[config.mk]
export PLATFORM = sky130hd
export DESIGN_NAME = rd_tracker_flat
export DESIGN_NICKNAME = d
export VERILOG_FILES = /design/src/rtl/rd_tracker_if.sv /design/src/rtl/rd_tracker.sv /design/src/flat_wrapper.sv
export SDC_FILE = /design/constraint.sdc
export NUM_CORES = 1
export LEC_CHECK = 0
export ABC_CLOCK_PERIOD_IN_PS = 4200
export BUFFER_PORTS_ARGS = -buffer_cell sky130_fd_sc_hd__buf_2
export CAP_MARGIN = 10
export CORE_MARGIN = 10
export CORE_UTILIZATION = 35
export DETAILED_ROUTE_END_ITERATION = 8
export GPL_ROUTABILITY_DRIVEN = 1
export PLACE_DENSITY = 0.55
export SKIP_LAST_GASP = 1
export SLEW_MARGIN = 30
export SYNTH_ARGS = -nofsm -noshare
export SYNTH_HDL_FRONTEND = slang
export SYNTH_SLANG_ARGS = --single-unit
[constraint.sdc]
create_clock -name clk -period 4.2 [get_ports clk]
set_input_delay 0.21 -clock clk [delete_from_list [all_inputs] [get_ports clk]]
set_output_delay 0.21 -clock clk [all_outputs]
set_load 0.01 [all_outputs]
[src/rtl/rd_tracker_if.sv]
// rd_tracker_if: ID-stage request signals and EX/MA/WB destination tracking outputs of rd_tracker.
// master: drives the ID instruction fields plus stall/rst_pipe/cnt_clr and observes the tracked stages.
// slave : the tracker itself.
interface rd_tracker_if #(parameter int CNT_W = 16);
  logic [4:0]       inst_rd_id;
  logic             inst_rd_valid;
  logic             cmd_ld_id;
  logic [4:0]       inst_rs1_id;
  logic             inst_rs1_valid;
  logic [4:0]       inst_rs2_id;
  logic             inst_rs2_valid;
  logic             stall;
  logic             rst_pipe;
  logic             cnt_clr;
  logic [4:0]       rd_adr_ex;
  logic             wbk_rd_reg_ex;
  logic             cmd_ld_ex;
  logic [4:0]       rd_adr_ma;
  logic             wbk_rd_reg_ma;
  logic [4:0]       rd_adr_wb;
  logic             wbk_rd_reg_wb;
  logic             stall_ld;
  logic             bubble_ex;
  logic [CNT_W-1:0] ld_stall_cnt;
  modport master (
    output inst_rd_id, inst_rd_valid, cmd_ld_id, inst_rs1_id, inst_rs1_valid,
           inst_rs2_id, inst_rs2_valid, stall, rst_pipe, cnt_clr,
    input  rd_adr_ex, wbk_rd_reg_ex, cmd_ld_ex, rd_adr_ma, wbk_rd_reg_ma,
           rd_adr_wb, wbk_rd_reg_wb, stall_ld, bubble_ex, ld_stall_cnt
  );
  modport slave (
    input  inst_rd_id, inst_rd_valid, cmd_ld_id, inst_rs1_id, inst_rs1_valid,
           inst_rs2_id, inst_rs2_valid, stall, rst_pipe, cnt_clr,
    output rd_adr_ex, wbk_rd_reg_ex, cmd_ld_ex, rd_adr_ma, wbk_rd_reg_ma,
           rd_adr_wb, wbk_rd_reg_wb, stall_ld, bubble_ex, ld_stall_cnt
  );
endinterface

[src/rtl/rd_tracker.sv]
// rd_tracker: carries rd/write-back/load flags through EX, MA, WB, detects load-use hazards and counts stall cycles.
// clk, rst_n (async, active-low) plain ports; everything else on bus (rd_tracker_if.slave):
//   ID inputs inst_rd_*/cmd_ld_id/inst_rs*_*, controls stall/rst_pipe/cnt_clr,
//   outputs rd_adr_*/wbk_rd_reg_*/cmd_ld_ex, stall_ld (combinational), bubble_ex, ld_stall_cnt.
module rd_tracker #(parameter int CNT_W = 16) (
  input logic         clk,
  input logic         rst_n,
  rd_tracker_if.slave bus
);
  logic [4:0]       rd_ex_q, rd_ex_d, rd_ma_q, rd_ma_d, rd_wb_q, rd_wb_d;
  logic             wbk_ex_q, wbk_ex_d, wbk_ma_q, wbk_ma_d, wbk_wb_q, wbk_wb_d;
  logic             ld_ex_q, ld_ex_d, bub_q, bub_d;
  logic [CNT_W-1:0] cnt_q, cnt_d;
  logic             wbk_in, hazard_ld, stall_ld, adv, ins_bub;
  // writes to x0 are dropped at entry so no stage ever advertises them for forwarding
  assign wbk_in    = bus.inst_rd_valid & (bus.inst_rd_id != 5'd0);
  assign hazard_ld = ld_ex_q & wbk_ex_q &
                     ((bus.inst_rs1_valid & (bus.inst_rs1_id == rd_ex_q)) |
                      (bus.inst_rs2_valid & (bus.inst_rs2_id == rd_ex_q)));
  assign stall_ld  = hazard_ld & ~bus.rst_pipe;
  // a flush advances the pipe even under an external freeze
  assign adv       = bus.rst_pipe | ~bus.stall;
  assign ins_bub   = bus.rst_pipe | stall_ld;
  always_comb begin
    rd_ex_d  = adv ? ((ins_bub | ~wbk_in) ? 5'd0 : bus.inst_rd_id) : rd_ex_q;
    wbk_ex_d = adv ? (~ins_bub & wbk_in) : wbk_ex_q;
    ld_ex_d  = adv ? (~ins_bub & wbk_in & bus.cmd_ld_id) : ld_ex_q;
    rd_ma_d  = adv ? rd_ex_q : rd_ma_q;
    wbk_ma_d = adv ? wbk_ex_q : wbk_ma_q;
    rd_wb_d  = adv ? rd_ma_q : rd_wb_q;
    wbk_wb_d = adv ? wbk_ma_q : wbk_wb_q;
    bub_d    = adv ? stall_ld : bub_q;
    cnt_d    = bus.cnt_clr ? '0 : (stall_ld & ~bus.stall & ~&cnt_q) ? cnt_q + 1'b1 : cnt_q;
  end
  always_ff @(posedge clk or negedge rst_n) begin
    if (!rst_n) begin
      rd_ex_q  <= '0;
      wbk_ex_q <= 1'b0;
      ld_ex_q  <= 1'b0;
      rd_ma_q  <= '0;
      wbk_ma_q <= 1'b0;
      rd_wb_q  <= '0;
      wbk_wb_q <= 1'b0;
      bub_q    <= 1'b0;
      cnt_q    <= '0;
    end else begin
      rd_ex_q  <= rd_ex_d;
      wbk_ex_q <= wbk_ex_d;
      ld_ex_q  <= ld_ex_d;
      rd_ma_q  <= rd_ma_d;
      wbk_ma_q <= wbk_ma_d;
      rd_wb_q  <= rd_wb_d;
      wbk_wb_q <= wbk_wb_d;
      bub_q    <= bub_d;
      cnt_q    <= cnt_d;
    end
  end
  assign bus.rd_adr_ex     = rd_ex_q;
  assign bus.wbk_rd_reg_ex = wbk_ex_q;
  assign bus.cmd_ld_ex     = ld_ex_q;
  assign bus.rd_adr_ma     = rd_ma_q;
  assign bus.wbk_rd_reg_ma = wbk_ma_q;
  assign bus.rd_adr_wb     = rd_wb_q;
  assign bus.wbk_rd_reg_wb = wbk_wb_q;
  assign bus.stall_ld      = stall_ld;
  assign bus.bubble_ex     = bub_q;
  assign bus.ld_stall_cnt  = cnt_q;
endmodule

[src/flat_wrapper.sv]
// flat-port wrapper written by rule: the top's interface ports become plain ports
module rd_tracker_flat 
#(parameter int CNT_W = 16)
  (clk, rst_n, bus_inst_rd_id, bus_inst_rd_valid, bus_cmd_ld_id, bus_inst_rs1_id, bus_inst_rs1_valid, bus_inst_rs2_id, bus_inst_rs2_valid, bus_stall, bus_rst_pipe, bus_cnt_clr, bus_rd_adr_ex, bus_wbk_rd_reg_ex, bus_cmd_ld_ex, bus_rd_adr_ma, bus_wbk_rd_reg_ma, bus_rd_adr_wb, bus_wbk_rd_reg_wb, bus_stall_ld, bus_bubble_ex, bus_ld_stall_cnt);
  rd_tracker_if #(.CNT_W(CNT_W)) bus_i ();
  input logic clk;
  input logic rst_n;
  input wire logic [$bits(bus_i.inst_rd_id)-1:0] bus_inst_rd_id;
  input wire logic [$bits(bus_i.inst_rd_valid)-1:0] bus_inst_rd_valid;
  input wire logic [$bits(bus_i.cmd_ld_id)-1:0] bus_cmd_ld_id;
  input wire logic [$bits(bus_i.inst_rs1_id)-1:0] bus_inst_rs1_id;
  input wire logic [$bits(bus_i.inst_rs1_valid)-1:0] bus_inst_rs1_valid;
  input wire logic [$bits(bus_i.inst_rs2_id)-1:0] bus_inst_rs2_id;
  input wire logic [$bits(bus_i.inst_rs2_valid)-1:0] bus_inst_rs2_valid;
  input wire logic [$bits(bus_i.stall)-1:0] bus_stall;
  input wire logic [$bits(bus_i.rst_pipe)-1:0] bus_rst_pipe;
  input wire logic [$bits(bus_i.cnt_clr)-1:0] bus_cnt_clr;
  output wire logic [$bits(bus_i.rd_adr_ex)-1:0] bus_rd_adr_ex;
  output wire logic [$bits(bus_i.wbk_rd_reg_ex)-1:0] bus_wbk_rd_reg_ex;
  output wire logic [$bits(bus_i.cmd_ld_ex)-1:0] bus_cmd_ld_ex;
  output wire logic [$bits(bus_i.rd_adr_ma)-1:0] bus_rd_adr_ma;
  output wire logic [$bits(bus_i.wbk_rd_reg_ma)-1:0] bus_wbk_rd_reg_ma;
  output wire logic [$bits(bus_i.rd_adr_wb)-1:0] bus_rd_adr_wb;
  output wire logic [$bits(bus_i.wbk_rd_reg_wb)-1:0] bus_wbk_rd_reg_wb;
  output wire logic [$bits(bus_i.stall_ld)-1:0] bus_stall_ld;
  output wire logic [$bits(bus_i.bubble_ex)-1:0] bus_bubble_ex;
  output wire logic [$bits(bus_i.ld_stall_cnt)-1:0] bus_ld_stall_cnt;
  assign bus_i.inst_rd_id = bus_inst_rd_id;
  assign bus_i.inst_rd_valid = bus_inst_rd_valid;
  assign bus_i.cmd_ld_id = bus_cmd_ld_id;
  assign bus_i.inst_rs1_id = bus_inst_rs1_id;
  assign bus_i.inst_rs1_valid = bus_inst_rs1_valid;
  assign bus_i.inst_rs2_id = bus_inst_rs2_id;
  assign bus_i.inst_rs2_valid = bus_inst_rs2_valid;
  assign bus_i.stall = bus_stall;
  assign bus_i.rst_pipe = bus_rst_pipe;
  assign bus_i.cnt_clr = bus_cnt_clr;
  assign bus_rd_adr_ex = bus_i.rd_adr_ex;
  assign bus_wbk_rd_reg_ex = bus_i.wbk_rd_reg_ex;
  assign bus_cmd_ld_ex = bus_i.cmd_ld_ex;
  assign bus_rd_adr_ma = bus_i.rd_adr_ma;
  assign bus_wbk_rd_reg_ma = bus_i.wbk_rd_reg_ma;
  assign bus_rd_adr_wb = bus_i.rd_adr_wb;
  assign bus_wbk_rd_reg_wb = bus_i.wbk_rd_reg_wb;
  assign bus_stall_ld = bus_i.stall_ld;
  assign bus_bubble_ex = bus_i.bubble_ex;
  assign bus_ld_stall_cnt = bus_i.ld_stall_cnt;
  rd_tracker #(.CNT_W(CNT_W)) u_core (.clk(clk), .rst_n(rst_n), .bus(bus_i));
endmodule
* Word-level counts from Yosys, hierarchy flattened
Cells that the tools add are included.
** Cells by class
- Eq/ne operators :: 2
- Add/sub/neg operators :: 1
- Muxes and demuxes :: 3
- Bitwise logic cells :: 18
- Reduce and logical (&&, ||, !) cells :: 4
** Operator list (count)
- $mux 16 :: 2
- $add 16x1->16 const B :: 1
- $reduce_and 16->1 :: 1
- $and 1x1->1 :: 10
- $eq 5x5->1 :: 2
- $mux 5 :: 1
- $reduce_bool 5->1 :: 1
- $not 1->1 :: 4
- $or 1x1->1 :: 4
- $reduce_bool 2->1 :: 1
- $logic_not 1->1 :: 1
** Word-level totals
- Register bits after elaboration :: 36
- Input bits :: 24
- Logic and storage cells :: 37

* Longest topological paths before layout
Gate-level depths: netlist (run 1).
- Depth in word-level cells :: 9
- Gate-level depth with buffers :: 7
- Mapped depth without buffers :: 6

* Worst setup path after synthesis (run 1)
No wires, ideal clock.
- Path kind :: register -> register
- From :: register u_core.cnt_q[0], in the netlist u_core.bus.ld_stall_cnt[0]
- To :: register u_core.cnt_q[5], in the netlist u_core.bus.ld_stall_cnt[5]
- Data arrival time :: 1.754 ns
- Buffers on the path :: 1
- Stages on the path, launching flop included :: 7
- Path slack :: 2.321 ns
- Period minus slack after synthesis :: 1.879 ns
- Setup time :: 0.125 ns
- Cell sequence :: dfrtp_1 ha_1 nand3_1 or4_1 buf_2 nor3b_1 mux2_4
** On the way
- Cells in the longest elaborated chain, start to end :: 4
- Elaborated cells on any way between the ends :: 7
- Those cells by class :: 1 x add/sub; 2 x mux; 1 x bitwise; 3 x reduce/logical
** RTL lines
- start, declared :: line rd_tracker.sv:13 : logic [CNT_W-1:0] cnt_q, cnt_d;
- start signal, assigned :: line rd_tracker.sv:55 : cnt_q <= cnt_d;
- parallel branches: the longest is 4 deep, another holds $add 16x1->16
Several ways; the timed one is not identified. The select of a mux whose other input is x is not followed.
A chain may end at the register's enable or synchronous reset.

* Worst setup path after layout (run 1)
- From :: register u_core.rd_ex_q[3], in the netlist u_core.bus.rd_adr_ex[3]
- To :: output bus_stall_ld
** On the way
- Cells in the longest elaborated chain, start to end :: 5
- Elaborated cells on any way between the ends :: 7
- Those cells by class :: 2 x eq/ne; 5 x bitwise
** RTL lines
- start, declared :: line rd_tracker.sv:10 : logic [4:0] rd_ex_q, rd_ex_d, rd_ma_q, rd_ma_d, rd_wb_q, rd_wb_d;
- start signal, assigned :: line rd_tracker.sv:47 : rd_ex_q <= rd_ex_d;
- $eq 5x5->1 (on tied branches) :: line rd_tracker.sv:18, rd_tracker.sv:19
- $and 1x1->1 (on tied branches) :: line rd_tracker.sv:18, rd_tracker.sv:19
- $or 1x1->1 * :: line rd_tracker.sv:18 : ((bus.inst_rs1_valid & (bus.inst_rs1_id == rd_ex_q)) |
- $and 1x1->1 * :: line rd_tracker.sv:17 : assign hazard_ld = ld_ex_q & wbk_ex_q &
- $and 1x1->1 * :: line rd_tracker.sv:20 : assign stall_ld = hazard_ld & ~bus.rst_pipe;
- end, declared :: line flat_wrapper.sv:25 : output wire logic [$bits(bus_i.stall_ld)-1:0] bus_stall_ld;
Mark *: on every way between the ends. The rest lies on a longest branch, timed or not.

==> results of run 1 <==
-- path summary, 6_finish.rpt --
check | start | end | slack [ps]
max in group asynchronous | rst_n | u_core.bus.bubble_ex$_DFFE_PN0P_ | 3670
worst max-delay path | u_core.bus.rd_adr_ex[3]$_DFFE_PN0P_ | bus_stall_ld | 1970
worst max register to register | u_core.bus.rd_adr_ex[3]$_DFFE_PN0P_ | u_core.bus.ld_stall_cnt[5]$_DFFE_PN0P_ | 2040
worst min register to register | u_core.bus.rd_adr_wb[1]$_DFFE_PN0P_ | u_core.bus.rd_adr_wb[1]$_DFFE_PN0P_ | 510
min in group clk | bus_rst_pipe | u_core.bus.bubble_ex$_DFFE_PN0P_ | 110
worst min-delay path | rst_n | u_core.bus.rd_adr_wb[1]$_DFFE_PN0P_ | 5
-- cell usage in the layout (no fill, tap or decap), types with 2 or more instances in the layout --
cell type,Yosys,routed
sky130_fd_sc_hd__o31ai_1,5,5
sky130_fd_sc_hd__nand3_1,5,5
sky130_fd_sc_hd__nand4_2,2,2
sky130_fd_sc_hd__a21oi_1,12,12
sky130_fd_sc_hd__or4_1,7,7
sky130_fd_sc_hd__clkbuf_8,0,5
sky130_fd_sc_hd__nor2_1,8,8
sky130_fd_sc_hd__and3_1,3,3
sky130_fd_sc_hd__nand2_1,4,4
sky130_fd_sc_hd__nand4_1,12,12
sky130_fd_sc_hd__a22o_1,6,6
sky130_fd_sc_hd__xnor2_1,10,10
sky130_fd_sc_hd__dfrtp_1,36,36
sky130_fd_sc_hd__nand2b_1,2,2
sky130_fd_sc_hd__o21ai_0,7,7
sky130_fd_sc_hd__buf_2,2,60
sky130_fd_sc_hd__or3_1,7,7
sky130_fd_sc_hd__mux2_4,3,3
sky130_fd_sc_hd__nor2b_1,4,4
sky130_fd_sc_hd__nor3b_1,2,2
sky130_fd_sc_hd__mux2_2,12,12
-- logic make-up after synthesis --
group,synth area share
AOI/OAI and AO/OA,0.122
xor gates and xnor gates,0.0486
adders and majority gates,0.00695
buffers and inverters,0.0202
DFF,0.500
muxes,0.106
and+or+nand+nor,0.196
-- through the flow --
step / std cells / setup WS [ps]
after global placement: 286 / 2050
after CTS: 294 / 1950
after global routing: 294 / 1820
after detailed placement: 286 / 2040
final: 294 / 1970
after floorplan: 164 / 2320
-- layout make-up --
type	count	share of cell area
Timing Repair Buffer	61	0.136
Clock inverter	3	0.0187
Clock buffer	5	0.0303
Sequential cell	36	0.397
Tap cell	70	0.0386
Multi-Input combinational cell	119	0.380
-- state kept, by name, summed over array words and instances (netlist names) --
signal,count
u_core.bus.ld_stall_cnt,16
u_core.bus.rd_adr_ex,5
u_core.bus.rd_adr_ma,5
u_core.bus.rd_adr_wb,5
u_core.bus.bubble_ex,1
u_core.bus.cmd_ld_ex,1
u_core.bus.wbk_rd_reg_ex,1
u_core.bus.wbk_rd_reg_ma,1
u_core.bus.wbk_rd_reg_wb,1
-- cells in the mapped netlist (2+ instances only) --
cell,count
sky130_fd_sc_hd__nor2_1,8
sky130_fd_sc_hd__nand4_1,12
sky130_fd_sc_hd__mux2_4,3
sky130_fd_sc_hd__nand2_1,4
sky130_fd_sc_hd__or4_1,7
sky130_fd_sc_hd__xnor2_1,10
sky130_fd_sc_hd__clkbuf_1,7
sky130_fd_sc_hd__and3_1,3
sky130_fd_sc_hd__nor2b_1,4
sky130_fd_sc_hd__mux2_2,12
sky130_fd_sc_hd__dfrtp_1,36
sky130_fd_sc_hd__nand3_1,5
sky130_fd_sc_hd__nand4_2,2
sky130_fd_sc_hd__nand2b_1,2
sky130_fd_sc_hd__o31ai_1,5
sky130_fd_sc_hd__nor3b_1,2
sky130_fd_sc_hd__buf_2,2
sky130_fd_sc_hd__a22o_1,6
sky130_fd_sc_hd__o21ai_0,7
sky130_fd_sc_hd__a21oi_1,12
sky130_fd_sc_hd__or3_1,7
-- routing by layer --
metal / GRT usage / up-vias / wire (um)
li1: - / 738 / -
met1: 0.150 / 717 / 2240
met2: 0.158 / 58 / 2030
met3: 0.0456 / 8 / 386
met4: 0.0398 / 0 / 71
met5: 0 / - / 0
-- power breakdown --
part           switching, mW  internal, mW  leakage, nW
combinational         0.0338        0.0299        0.534
sequential           0.00793         0.356        0.496
clock                  0.132         0.176       0.0541
-- worst reg2reg max path, cell delays in order (launching register included) --
cell                      delay [ps]
sky130_fd_sc_hd__dfrtp_1         470
sky130_fd_sc_hd__xnor2_1         190
sky130_fd_sc_hd__nand4_1         120
sky130_fd_sc_hd__o22a_1          520
sky130_fd_sc_hd__nor3b_1         410
sky130_fd_sc_hd__mux2_4          330
==> metrics.md, run 1 <==
| Metric | Value |
|---|---|
| Critical path's largest stage delay | `720 ps` |
| Setup repair bufs after CTS | `0` |
| Number of logic stages on the critical path including buffering | `5` |
| Cell Area, Synth | `0.00180 mm2` |
| Sequence of cells on the critical path | `xnor2_1, nand4_1, o22a_1, nor2_1, buf_2` |
| CTS tree | `done` |
| Yosys Warn Count | `0` |
| Clock period minus final worst setup slack | `2230 ps` |
| DR vias/cell | `5.17` |
| Number of enable-type register cells in the synthesized netlist | `0` |
| Register clock-pin slew on the reported worst setup and hold paths | `80 ps` |
| CTS-repair resized insts | `0` |
| Wire length per cell after detailed routing | `16.1 um` |
| Weighted congestion at the end of routability-driven global placement | `0.740` |
| Hold Fails Final Rpt | `0` |
| Portion of synthesized cell area occupied by the leading cell type | `0.500` |
| Data arrival at the endpoint of the critical path | `2020 ps` |
| Maximum fanout along the worst path | `30` |
| Number of ports placed on the die boundary | `61` |
| Type of the worst min-delay path | `in -> async` |
| Core outline area | `0.00504 mm2` |
| Buffer type at the clock tree root | `sky130_fd_sc_hd__clkbuf_8` |
| Full die area | `0.00841 mm2` |
| Maximum VDD drop | `147 uV` |
| Final net count | `248` |
| Critical path buffers and inverters | `1` |
| Starting utilization of the core area | `0.357` |
| Die boundary width | `91.7 um` |
| Setup repair after global routing missed its margin | `no` |
| Syn Inst Count | `164` |
| Number of flip-flops and latches in the synthesized netlist | `36` |
| Setup-violating endpoint count in the final report | `0` |
| Maxcap violations | `0` |
| Status | `finished, final reports clean` |
| Seq/Total Area, Yosys | `0.500` |
| Avg Synthesized Cell Area | `11.0 um2` |
| Post-Synthesis Net Count | `189` |
| Number of pins exceeding their max-slew limit in the final report | `0` |
| Largest net degree at the start of global routing | `37` |
| Synth area leader | `sky130_fd_sc_hd__dfrtp_1` |
| Flip-flop cell with the highest count after synthesis | `sky130_fd_sc_hd__dfrtp_1` |
| ANT nets after route | `0` |
| Kind of launch point of the worst setup path | `register` |
| Cts bufs inserted | `5` |
| Critical-path cell with the highest stage delay | `sky130_fd_sc_hd__o22a_1` |
| Startpoint-to-endpoint class of the critical path | `reg -> out` |
| Synth cell types | `29` |
| Post-route total power | `0.735 mW` |
| Leakage power summed over all cells | `1.08 nW` |
| Register cell area after layout | `901 um2` |
| Highest achievable clock rate | `447 MHz` |
| Type of destination of the critical path | `primary output` |
| Number of iterations in the first detailed-routing pass | `4` |
| Cell types occupying the most area after synthesis | `sky130_fd_sc_hd__dfrtp_1 (50%), sky130_fd_sc_hd__mux2_2 (7.5%), sky130_fd_sc_hd__xnor2_1 (4.9%), sky130_fd_sc_hd__nand4_1 (4.2%), sky130_fd_sc_hd__a21oi_1 (3.3%)` |
| Vert. Die Dim | `91.7 um` |
| Total cell area at the placement stage | `0.00216 mm2` |
| Largest delay contributor family on the critical path | `compound AO/OA/AOI/OAI gates` |
| Placement row count | `26` |
| Final antenna diode count | `0` |
| Number of fill cells | `483` |
| Overflow left after global routing | `0` |
| H-tree level count | `2` |
| Number of DRC violations after detailed-routing iteration 0 | `47` |
| Power density cells | `324 mW/mm2` |
| Share of synthesized flip-flops with an asynchronous set or reset | `1.00` |
| Final Hold Slack | `4.57 ps` |
| Final core utilization | `0.450` |
| Worst-skew pair later-pin latency | `290 ps` |
| Via count of the first global-routing pass | `1,471` |
| Buffers added on ports | `60` |
| Setup Skew | `4.33 ps` |
| Wire length reported by the detailed router | `4720 um` |
| Number of cell instances on the worst register-to-register path | `5` |
| Slew at the pin closest to its max-slew limit | `866 ps` |
| First-pass GRT wire length | `7730 um` |
| Total track usage | `0.112` |
| Antenna violations before repair | `0` |
| Quantity of hold-fixing buffers added after cts | `0` |
| Share of post-route cells with drive strength above 1 | `0.384` |
| Max-slew headroom at the worst pin | `0.422` |
| CTS sink count | `36` |
| Longest Clk Path Bufs | `2` |
| Sum of negative setup slack | `0 ps` |
| Via Count | `1,521` |
| Area occupied by multi-input gates | `863 um2` |
| Required time at the worst-slack endpoint | `3990 ps` |
| DRC errors left | `0` |
| Post-route cell area | `0.00227 mm2` |
| Share of the clock period used by the worst path after layout | `0.532` |
| Hpwl dp | `3450 um` |
| P&R area growth vs syn | `26.1%` |
No activity file was read; power rests on OpenSTA's default activity.
==> inputs of run 2 (changes only) <==
Settings changed: ABC_CLOCK_PERIOD_IN_PS 4200 to 2020, PLACE_DENSITY 0.55 to 0.57.
Clock period 4.2 ns to 2.02 ns, I/O delays scaled along.
==> run 2 against run 1 <==
Against the previous run: worst setup slack lost 1900 ps; sequential share of layout area down 2.6 points; die area is the same; clock power is 110% higher; first-iteration DRC count grew 2.1%; combinational power up 120%; core utilization rose by 3.5 points; final cell count is 5.1% higher; sequential power rose by 110%; non-clock buffer count rose by 15; routed wire length increased by 3.0%; global-route usage up 0.35 points; largest power group unchanged; highest routed layer unchanged.
==> metrics.md, run 2 (synthesized netlist as in run 1, its figures left out) <==
| Metric | Value |
|---|---|
| Clock period minus final worst setup slack | `1930 ps` |
| Final Hold Slack | `25.7 ps (was 4.57 ps)` |
| Vert. Die Dim | `91.7 um (unchanged)` |
| Metal-1 WL | `2320 um (was 2240 um)` |
| Number of ports placed on the die boundary | `61 (unchanged)` |
| Type of the worst min-delay path | `in -> reg (was in -> async)` |
| Maxcap violations | `0 (unchanged)` |
| Critical R2R Launch | `u_core.bus.rd_adr_ex[2]$_DFFE_PN0P_ (was u_core.bus.rd_adr_ex[3]$_DFFE_PN0P_)` |
| CTS tree | `done (unchanged)` |
| Wire length per cell after detailed routing | `15.7 um (was 16.1 um)` |
| Leakage power summed over all cells | `1.19 nW (was 1.08 nW)` |
| Wire length reported by the detailed router | `4860 um (was 4720 um)` |
| Kind of launch point of the worst setup path | `register (unchanged)` |
| Number of DRC violations after detailed-routing iteration 0 | `48 (was 47)` |
| End point of the worst hold path | `u_core.bus.cmd_ld_ex$_DFFE_PN0P_` |
| Worst R2R Setup Slack | `90 ps (was 2040 ps)` |
| Cts bufs inserted | `5 (unchanged)` |
| Maximum fanout along the worst path | `30 (unchanged)` |
| P&R area growth vs syn | `35.9% (was 26.1%)` |
| Number of cell instances on the worst register-to-register path | `6 (was 5)` |
| Data arrival at the endpoint of the critical path | `2150 ps (was 2020 ps)` |
| First-pass GRT wire length | `8120 um (was 7730 um)` |
| Weighted congestion at the end of routability-driven global placement | `0.769 (was 0.740)` |
| Share of post-route cells with drive strength above 1 | `0.456 (was 0.384)` |
| Power density cells | `629 mW/mm2 (was 324 mW/mm2)` |
| Number of flip-flops in the largest register | `16 (unchanged)` |
| Number of fill cells | `498 (was 483)` |
| Buffer type at the clock tree root | `sky130_fd_sc_hd__clkbuf_8 (unchanged)` |
| Required time at the worst-slack endpoint | `2240 ps (was 3990 ps)` |
| Core outline area | `0.00504 mm2 (unchanged)` |
| Crit Reg-Reg Endpoint | `u_core.bus.ld_stall_cnt[14]$_DFFE_PN0P_ (was u_core.bus.ld_stall_cnt[5]$_DFFE_PN0P_)` |
| DRC errors left | `0 (unchanged)` |
| Share of the clock period used by the worst path after layout | `0.956` |
| Most common library cell in the layout ignoring fill and taps | `sky130_fd_sc_hd__buf_2 (unchanged)` |
| Setup-violating endpoint count in the final report | `0 (unchanged)` |
| DR vias/cell | `5.09 (was 5.17)` |
| Number of pins exceeding their max-slew limit in the final report | `0 (unchanged)` |
| Overflow left after global routing | `0 (unchanged)` |
| Placement row count | `26 (unchanged)` |
| Worst-skew pair later-pin latency | `290 ps (about the same)` |
| Full die area | `0.00841 mm2 (unchanged)` |
| Most used cells in the layout excluding fill and tap cells | `sky130_fd_sc_hd__buf_2 (60), sky130_fd_sc_hd__dfrtp_1 (32), sky130_fd_sc_hd__buf_4 (13) (was sky130_fd_sc_hd__buf_2 (60), sky130_fd_sc_hd__dfrtp_1 (36), sky130_fd_sc_hd__nand4_1 (12), sky130_fd_sc_hd__mux2_2 (12), sky130_fd_sc_hd__a21oi_1 (12))` |
| Startpoint-to-endpoint class of the critical path | `reg -> reg (was reg -> out)` |
| Hpwl dp | `3560 um (was 3450 um)` |
| Final antenna diode count | `0 (unchanged)` |
| Highest routed metal layer | `met4 (unchanged)` |
| Setup Skew | `5.81 ps (was 4.33 ps)` |
| Hold Fails Final Rpt | `0 (unchanged)` |
| Longest Clk Path Bufs | `2 (unchanged)` |
| Die boundary width | `91.7 um (unchanged)` |
| Via Count | `1,572 (was 1,521)` |
| Final net count | `263 (was 248)` |
| Number of placed instances, taps included | `298 (was 286)` |
| Slew at the pin closest to its max-slew limit | `800 ps (was 866 ps)` |
| Hold_sp | `bus_cmd_ld_id` |
| Cell depth of the worst min-delay path | `2` |
| H-tree level count | `2 (unchanged)` |
| Number of non-filler instances in the completed layout | `309 (was 294)` |
| Buffers added on ports | `60 (unchanged)` |
| Number of iterations in the first detailed-routing pass | `6 (was 4)` |
| Met3 WL post-DR | `360 um (was 386 um)` |
| Post-route cell area | `0.00245 mm2 (was 0.00227 mm2)` |
| Status | `finished, final reports clean (unchanged)` |
| Highest achievable clock rate | `518 MHz` |
| Detailed-routed wire length on met2 | `2110 um (was 2030 um)` |
| ANT nets after route | `0 (unchanged)` |
| Register clock-pin slew on the reported worst setup and hold paths | `80 ps (about the same)` |
| Via count of the first global-routing pass | `1,609 (was 1,471)` |
| Maximum VDD drop | `321 uV (was 147 uV)` |
| Starting utilization of the core area | `0.357 (unchanged)` |
| CTS sink count | `36 (unchanged)` |
| Largest net degree at the start of global routing | `37 (unchanged)` |
| Type of destination of the critical path | `register (was primary output)` |
| Max-slew headroom at the worst pin | `0.466 (was 0.422)` |
| Antenna violations before repair | `0 (unchanged)` |
| Total track usage | `0.115 (was 0.112)` |
| Total cell area at the placement stage | `0.00226 mm2 (was 0.00216 mm2)` |
==> run 2: worst max path at each step <==
stage               cells after the start  slack, ps                                 endpoint                                   start
floorplan                               6        140   u_core.bus.ld_stall_cnt[5]$_DFFE_PN0P_  u_core.bus.ld_stall_cnt[0]$_DFFE_PN0P_
global placement                        6         90  u_core.bus.ld_stall_cnt[12]$_DFFE_PN0P_     u_core.bus.rd_adr_ex[2]$_DFFE_PN0P_
CTS                                     6         50  u_core.bus.ld_stall_cnt[12]$_DFFE_PN0P_     u_core.bus.rd_adr_ex[1]$_DFFE_PN0P_
global route                            6        -10  u_core.bus.ld_stall_cnt[14]$_DFFE_PN0P_     u_core.bus.rd_adr_ex[2]$_DFFE_PN0P_
detailed placement                      6         70  u_core.bus.ld_stall_cnt[12]$_DFFE_PN0P_     u_core.bus.rd_adr_ex[1]$_DFFE_PN0P_
finish                                  6         90  u_core.bus.ld_stall_cnt[14]$_DFFE_PN0P_     u_core.bus.rd_adr_ex[2]$_DFFE_PN0P_
==> run 2: area by class of cell <==
| type | count | area [um2] | share of cell area |
|---|---|---|---|
| Sequential cell | 36 | 906 | 0.370 |
| Clock buffer | 5 | 68.8 | 0.0281 |
| Multi-Input combinational cell | 119 | 903 | 0.369 |
| Timing Repair Buffer | 76 | 438 | 0.179 |
| Clock inverter | 3 | 42.5 | 0.0174 |
| Tap cell | 70 | 87.6 | 0.0358 |
==> run 2: layer usage <==
layer / track usage / vias to the layer above
li1: - / 766
met1: 0.151 / 744
met2: 0.170 / 53
met3: 0.0456 / 9
met4: 0.0386 / 0
met5: 0 / -
==> run 2: power by group <==
part           internal (mW)  leakage, nW  switching, mW  total (mW)
Combinational         0.0701        0.646         0.0732       0.143
Clock                  0.365       0.0541          0.273       0.638
Sequential             0.740        0.490         0.0172       0.757
Total                   1.18         1.19          0.363        1.54
==> run 2: what timing repair did <==
action	CTS	global route
endpoints found under the hold margin	37	0
hold buffers	2	0
resized for setup	0	11
setup buffers	0	1
setup endpoints to repair	0	9
==> run 2: stage by stage <==
step,setup slack [ps],power [mW],util,setup TNS (ps)
6_report,89.8,1.54,0.485,0
5_1_grt,-10.6,1.62,0.485,-18.3
4_1_cts,48.0,1.56,0.475,0
3_5_place_dp,74.5,0.908,0.449,0
3_3_place_gp,92.5,0.905,0.449,0
2_1_floorplan,141,0.831,-,0
==> run 2: critical path, stage by stage, from the launching register on <==
cell                      delay, ps
sky130_fd_sc_hd__dfrtp_2        460
sky130_fd_sc_hd__xnor2_2        190
sky130_fd_sc_hd__nand4_1        110
sky130_fd_sc_hd__o22a_1         250
sky130_fd_sc_hd__buf_12         170
sky130_fd_sc_hd__or4_1          520
sky130_fd_sc_hd__a21oi_2        150
==> inputs of run 3 (changes only) <==
Settings changed: BUFFER_PORTS_ARGS -buffer_cell sky130_fd_sc_hd__buf_2 to -buffer_cell sky130_fd_sc_hd__buf_4, CTS_CLUSTER_SIZE from default to 28, GPL_TIMING_DRIVEN from default to 0.
==> run 3 against run 2 <==
Against the previous run: combinational power is 21% higher; maximum frequency is 0.61% lower; largest power group unchanged; critical path type is now reg -> out; power is 1.7% higher.
==> metrics.md, run 3 (synthesized netlist as in run 1, its figures left out) <==
| Metric | Value |
|---|---|
| Status | `finished, final reports clean (unchanged)` |
| CTS sink count | `36 (unchanged)` |
| Most common library cell in the layout ignoring fill and taps | `sky130_fd_sc_hd__buf_4 (was sky130_fd_sc_hd__buf_2)` |
| Maxcap violations | `0 (unchanged)` |
| Register cell area after layout | `916 um2 (was 906 um2)` |
| Setup Skew | `6.03 ps (was 5.81 ps)` |
| Sequence of cells on the critical path | `xnor2_2, nand4_1, o22a_1, buf_6, buf_4, nor2_1, buf_4 (was xnor2_2, nand4_1, o22a_1, buf_12, or4_1, a21oi_2)` |
| Share of the clock period used by the worst path after layout | `0.961 (was 0.956)` |
| Die boundary width | `91.7 um (unchanged)` |
| Area occupied by multi-input gates | `905 um2 (was 903 um2)` |
| Final core utilization | `0.514 (was 0.485)` |
| Starting utilization of the core area | `0.357 (unchanged)` |
| Critical R2R Launch | `u_core.bus.ld_stall_cnt[0]$_DFFE_PN0P_ (was u_core.bus.rd_adr_ex[2]$_DFFE_PN0P_)` |
| Via Count | `1,599 (was 1,572)` |
| Clock period minus final worst setup slack | `1940 ps (was 1930 ps)` |
| Share of power burned in the clock network | `0.406 (was 0.415)` |
| Critical-path cell with the highest stage delay | `sky130_fd_sc_hd__dfrtp_2 (was sky130_fd_sc_hd__or4_1)` |
| Number of DRC violations after detailed-routing iteration 0 | `42 (was 48)` |
| H-tree level count | `2 (unchanged)` |
| Overflow left after global routing | `0 (unchanged)` |
| Required time at the worst-slack endpoint | `1920 ps (was 2240 ps)` |
| Number of fill cells | `466 (was 498)` |
| Antenna violations before repair | `0 (unchanged)` |
| Number of cell instances on the worst register-to-register path | `7 (was 6)` |
| Switching power | `0.363 mW (about the same)` |
| Max-slew headroom at the worst pin | `0.625 (was 0.466)` |
| Cts bufs inserted | `5 (unchanged)` |
| Register clock-pin slew on the reported worst setup and hold paths | `70 ps (was 80 ps)` |
| Final antenna diode count | `0 (unchanged)` |
| Setup-violating endpoint count in the final report | `0 (unchanged)` |
| Worst R2R Setup Slack | `130 ps (was 90 ps)` |
| Total track usage | `0.119 (was 0.115)` |
| DRC errors left | `0 (unchanged)` |
| Sum of negative setup slack | `0 ps (unchanged)` |
| Sequential Power Share | `0.483 (was 0.492)` |
| Buffer type at the clock tree root | `sky130_fd_sc_hd__clkbuf_8 (unchanged)` |
| Worst-skew pair later-pin latency | `290 ps (about the same)` |
| DR vias/cell | `5.14 (was 5.09)` |
| Full die area | `0.00841 mm2 (unchanged)` |
| Type of destination of the critical path | `primary output (was register)` |
| Buffers added on ports | `60 (unchanged)` |
| Number of flip-flops in the largest register | `16 (unchanged)` |
| Via count of the first global-routing pass | `1,615 (was 1,609)` |
| Placement row count | `26 (unchanged)` |
| Number of pins exceeding their max-slew limit in the final report | `0 (unchanged)` |
| Critical path buffers and inverters | `3 (was 1)` |
| Crit Reg-Reg Endpoint | `u_core.bus.ld_stall_cnt[13]$_DFFE_PN0P_ (was u_core.bus.ld_stall_cnt[14]$_DFFE_PN0P_)` |
| Hold_sp | `bus_cmd_ld_id (unchanged)` |
| Core outline area | `0.00504 mm2 (unchanged)` |
| Most used cell along the critical path | `sky130_fd_sc_hd__buf_4` |
| End point of the worst hold path | `u_core.bus.cmd_ld_ex$_DFFE_PN0P_ (unchanged)` |
| First-pass GRT wire length | `8270 um (was 8120 um)` |
| Setup repair after global routing missed its margin | `yes` |
| Kind of launch point of the worst setup path | `register (unchanged)` |
| Most used cells in the layout excluding fill and tap cells | `sky130_fd_sc_hd__buf_4 (69), sky130_fd_sc_hd__dfrtp_1 (24) (was sky130_fd_sc_hd__buf_2 (60), sky130_fd_sc_hd__dfrtp_1 (32), sky130_fd_sc_hd__buf_4 (13))` |
| Hpwl dp | `3670 um (was 3560 um)` |
| Largest delay contributor family on the critical path | `buffers and inverters (was simple AND/OR/NAND/NOR gates)` |
| P_int | `1.20 mW (was 1.18 mW)` |
| Largest net degree at the start of global routing | `37 (unchanged)` |
| Proportion of power drawn by combinational gates | `0.110 (was 0.093)` |
| Slew at the pin closest to its max-slew limit | `563 ps (was 800 ps)` |
| Leakage power summed over all cells | `1.17 nW (was 1.19 nW)` |
| Wire length reported by the detailed router | `5080 um (was 4860 um)` |
| Timing startpoint of the critical path | `u_core.bus.rd_adr_ex[4]$_DFFE_PN0P_ (was u_core.bus.rd_adr_ex[2]$_DFFE_PN0P_)` |
| Data arrival at the endpoint of the critical path | `1840 ps (was 2150 ps)` |
| CTS tree | `done (unchanged)` |
| Power density cells | `603 mW/mm2 (was 629 mW/mm2)` |
| Longest Clk Path Bufs | `2 (unchanged)` |
| Wire length per cell after detailed routing | `16.3 um (was 15.7 um)` |
| Switching part of the total power | `0.232 (was 0.236)` |
| P&R area growth vs syn | `44.0% (was 35.9%)` |
| ANT nets after route | `0 (unchanged)` |
| Cell depth of the worst min-delay path | `2 (unchanged)` |
| Share of post-route cells with drive strength above 1 | `0.465 (was 0.456)` |
| Maximum fanout along the worst path | `10 (was 30)` |
| Final net count | `265 (was 263)` |
| Number of iterations in the first detailed-routing pass | `4 (was 6)` |
| Type of the worst min-delay path | `in -> reg (unchanged)` |
| Hold Fails Final Rpt | `0 (unchanged)` |
| Vert. Die Dim | `91.7 um (unchanged)` |
| Maximum VDD drop | `236 uV (was 321 uV)` |
| Critical path's largest stage delay | `450 ps (was 520 ps)` |
| Number of ports placed on the die boundary | `61 (unchanged)` |
| Startpoint-to-endpoint class of the critical path | `reg -> out (was reg -> reg)` |
| Highest achievable clock rate | `515 MHz (was 518 MHz)` |
| Weighted congestion at the end of routability-driven global placement | `0.747 (was 0.769)` |
-- run 3: cell count changes in the layout (fill, tap and decap cells not counted), sizes merged --
cell	previous run	this run
clkbuf	5	11
buf	74	70
-- run 3: repair_timing --
| item | CTS | global route |
|---|---|---|
| setup endpoints to repair | 1 | 17 |
| resized for setup | 8 | 19 |
| hold endpoints to repair | 37 | 0 |
| hold buffers | 2 | 0 |
| pin swaps | 1 | 3 |
| buffers inserted | 5 | 2 |
-- run 3: final cells by class --
class,instances,area share
well taps,70,0.0338
clock buffers,5,0.0265
clock inverters,3,0.0164
plain buffers,9,0.0193
flip-flops and latches,36,0.353
repair buffers,69,0.202
multi-input cells,119,0.349
-- run 3: through the flow --
step / cell area [um2] / setup WS, ps / total power, mW / instances / hold WS (ps)
after floorplan: 1800 / 141 / 0.831 / 164 / -195
final: 2590 / 78.0 / 1.56 / 311 / 31.3
after global placement: 2340 / 48.5 / 0.928 / 294 / 90.9
after detailed placement: 2340 / 40.2 / 0.931 / 294 / 95.2
after CTS: 2520 / 4.12 / 1.59 / 309 / 18.9
after global routing: 2590 / -22.5 / 1.64 / 311 / 26.4
-- run 3: worst max path at each step --
stage	endpoint	slack (ps)	depth (start not counted)
after floorplan	u_core.bus.ld_stall_cnt[5]$_DFFE_PN0P_	140	6
after global placement	u_core.bus.ld_stall_cnt[14]$_DFFE_PN0P_	50	7
after detailed placement	u_core.bus.ld_stall_cnt[14]$_DFFE_PN0P_	40	7
after CTS	bus_stall_ld	4	7
after global routing	bus_stall_ld	-20	7
final	bus_stall_ld	80	7
-- run 3: layer usage --
layer / up-vias / track usage / part of all wire
met5: - / 0 / 0
met4: 0 / 0.0283 / 0.0091
met3: 6 / 0.0424 / 0.057
met2: 50 / 0.179 / 0.43
met1: 770 / 0.160 / 0.50
li1: 773 / - / -
-- run 3: power groups by stage --
stage          Clock [mW]  Combinational, mW  Sequential, mW
2_1_floorplan           0             0.0529           0.778
3_3_place_gp            0              0.158           0.771
3_5_place_dp            0              0.159           0.772
4_1_cts             0.660              0.170           0.756
5_1_grt             0.690              0.189           0.759
6_report            0.636              0.173           0.756
-- run 3: worst register-to-register path, stage by stage (launching register included) --
cell and delay (ps):
sky130_fd_sc_hd__dfrtp_2 420, sky130_fd_sc_hd__ha_4 180, sky130_fd_sc_hd__nand3_1 70, sky130_fd_sc_hd__or4_1 470
sky130_fd_sc_hd__buf_4 190, sky130_fd_sc_hd__nand4_1 100, sky130_fd_sc_hd__nor3b_1 60, sky130_fd_sc_hd__mux2_4 290
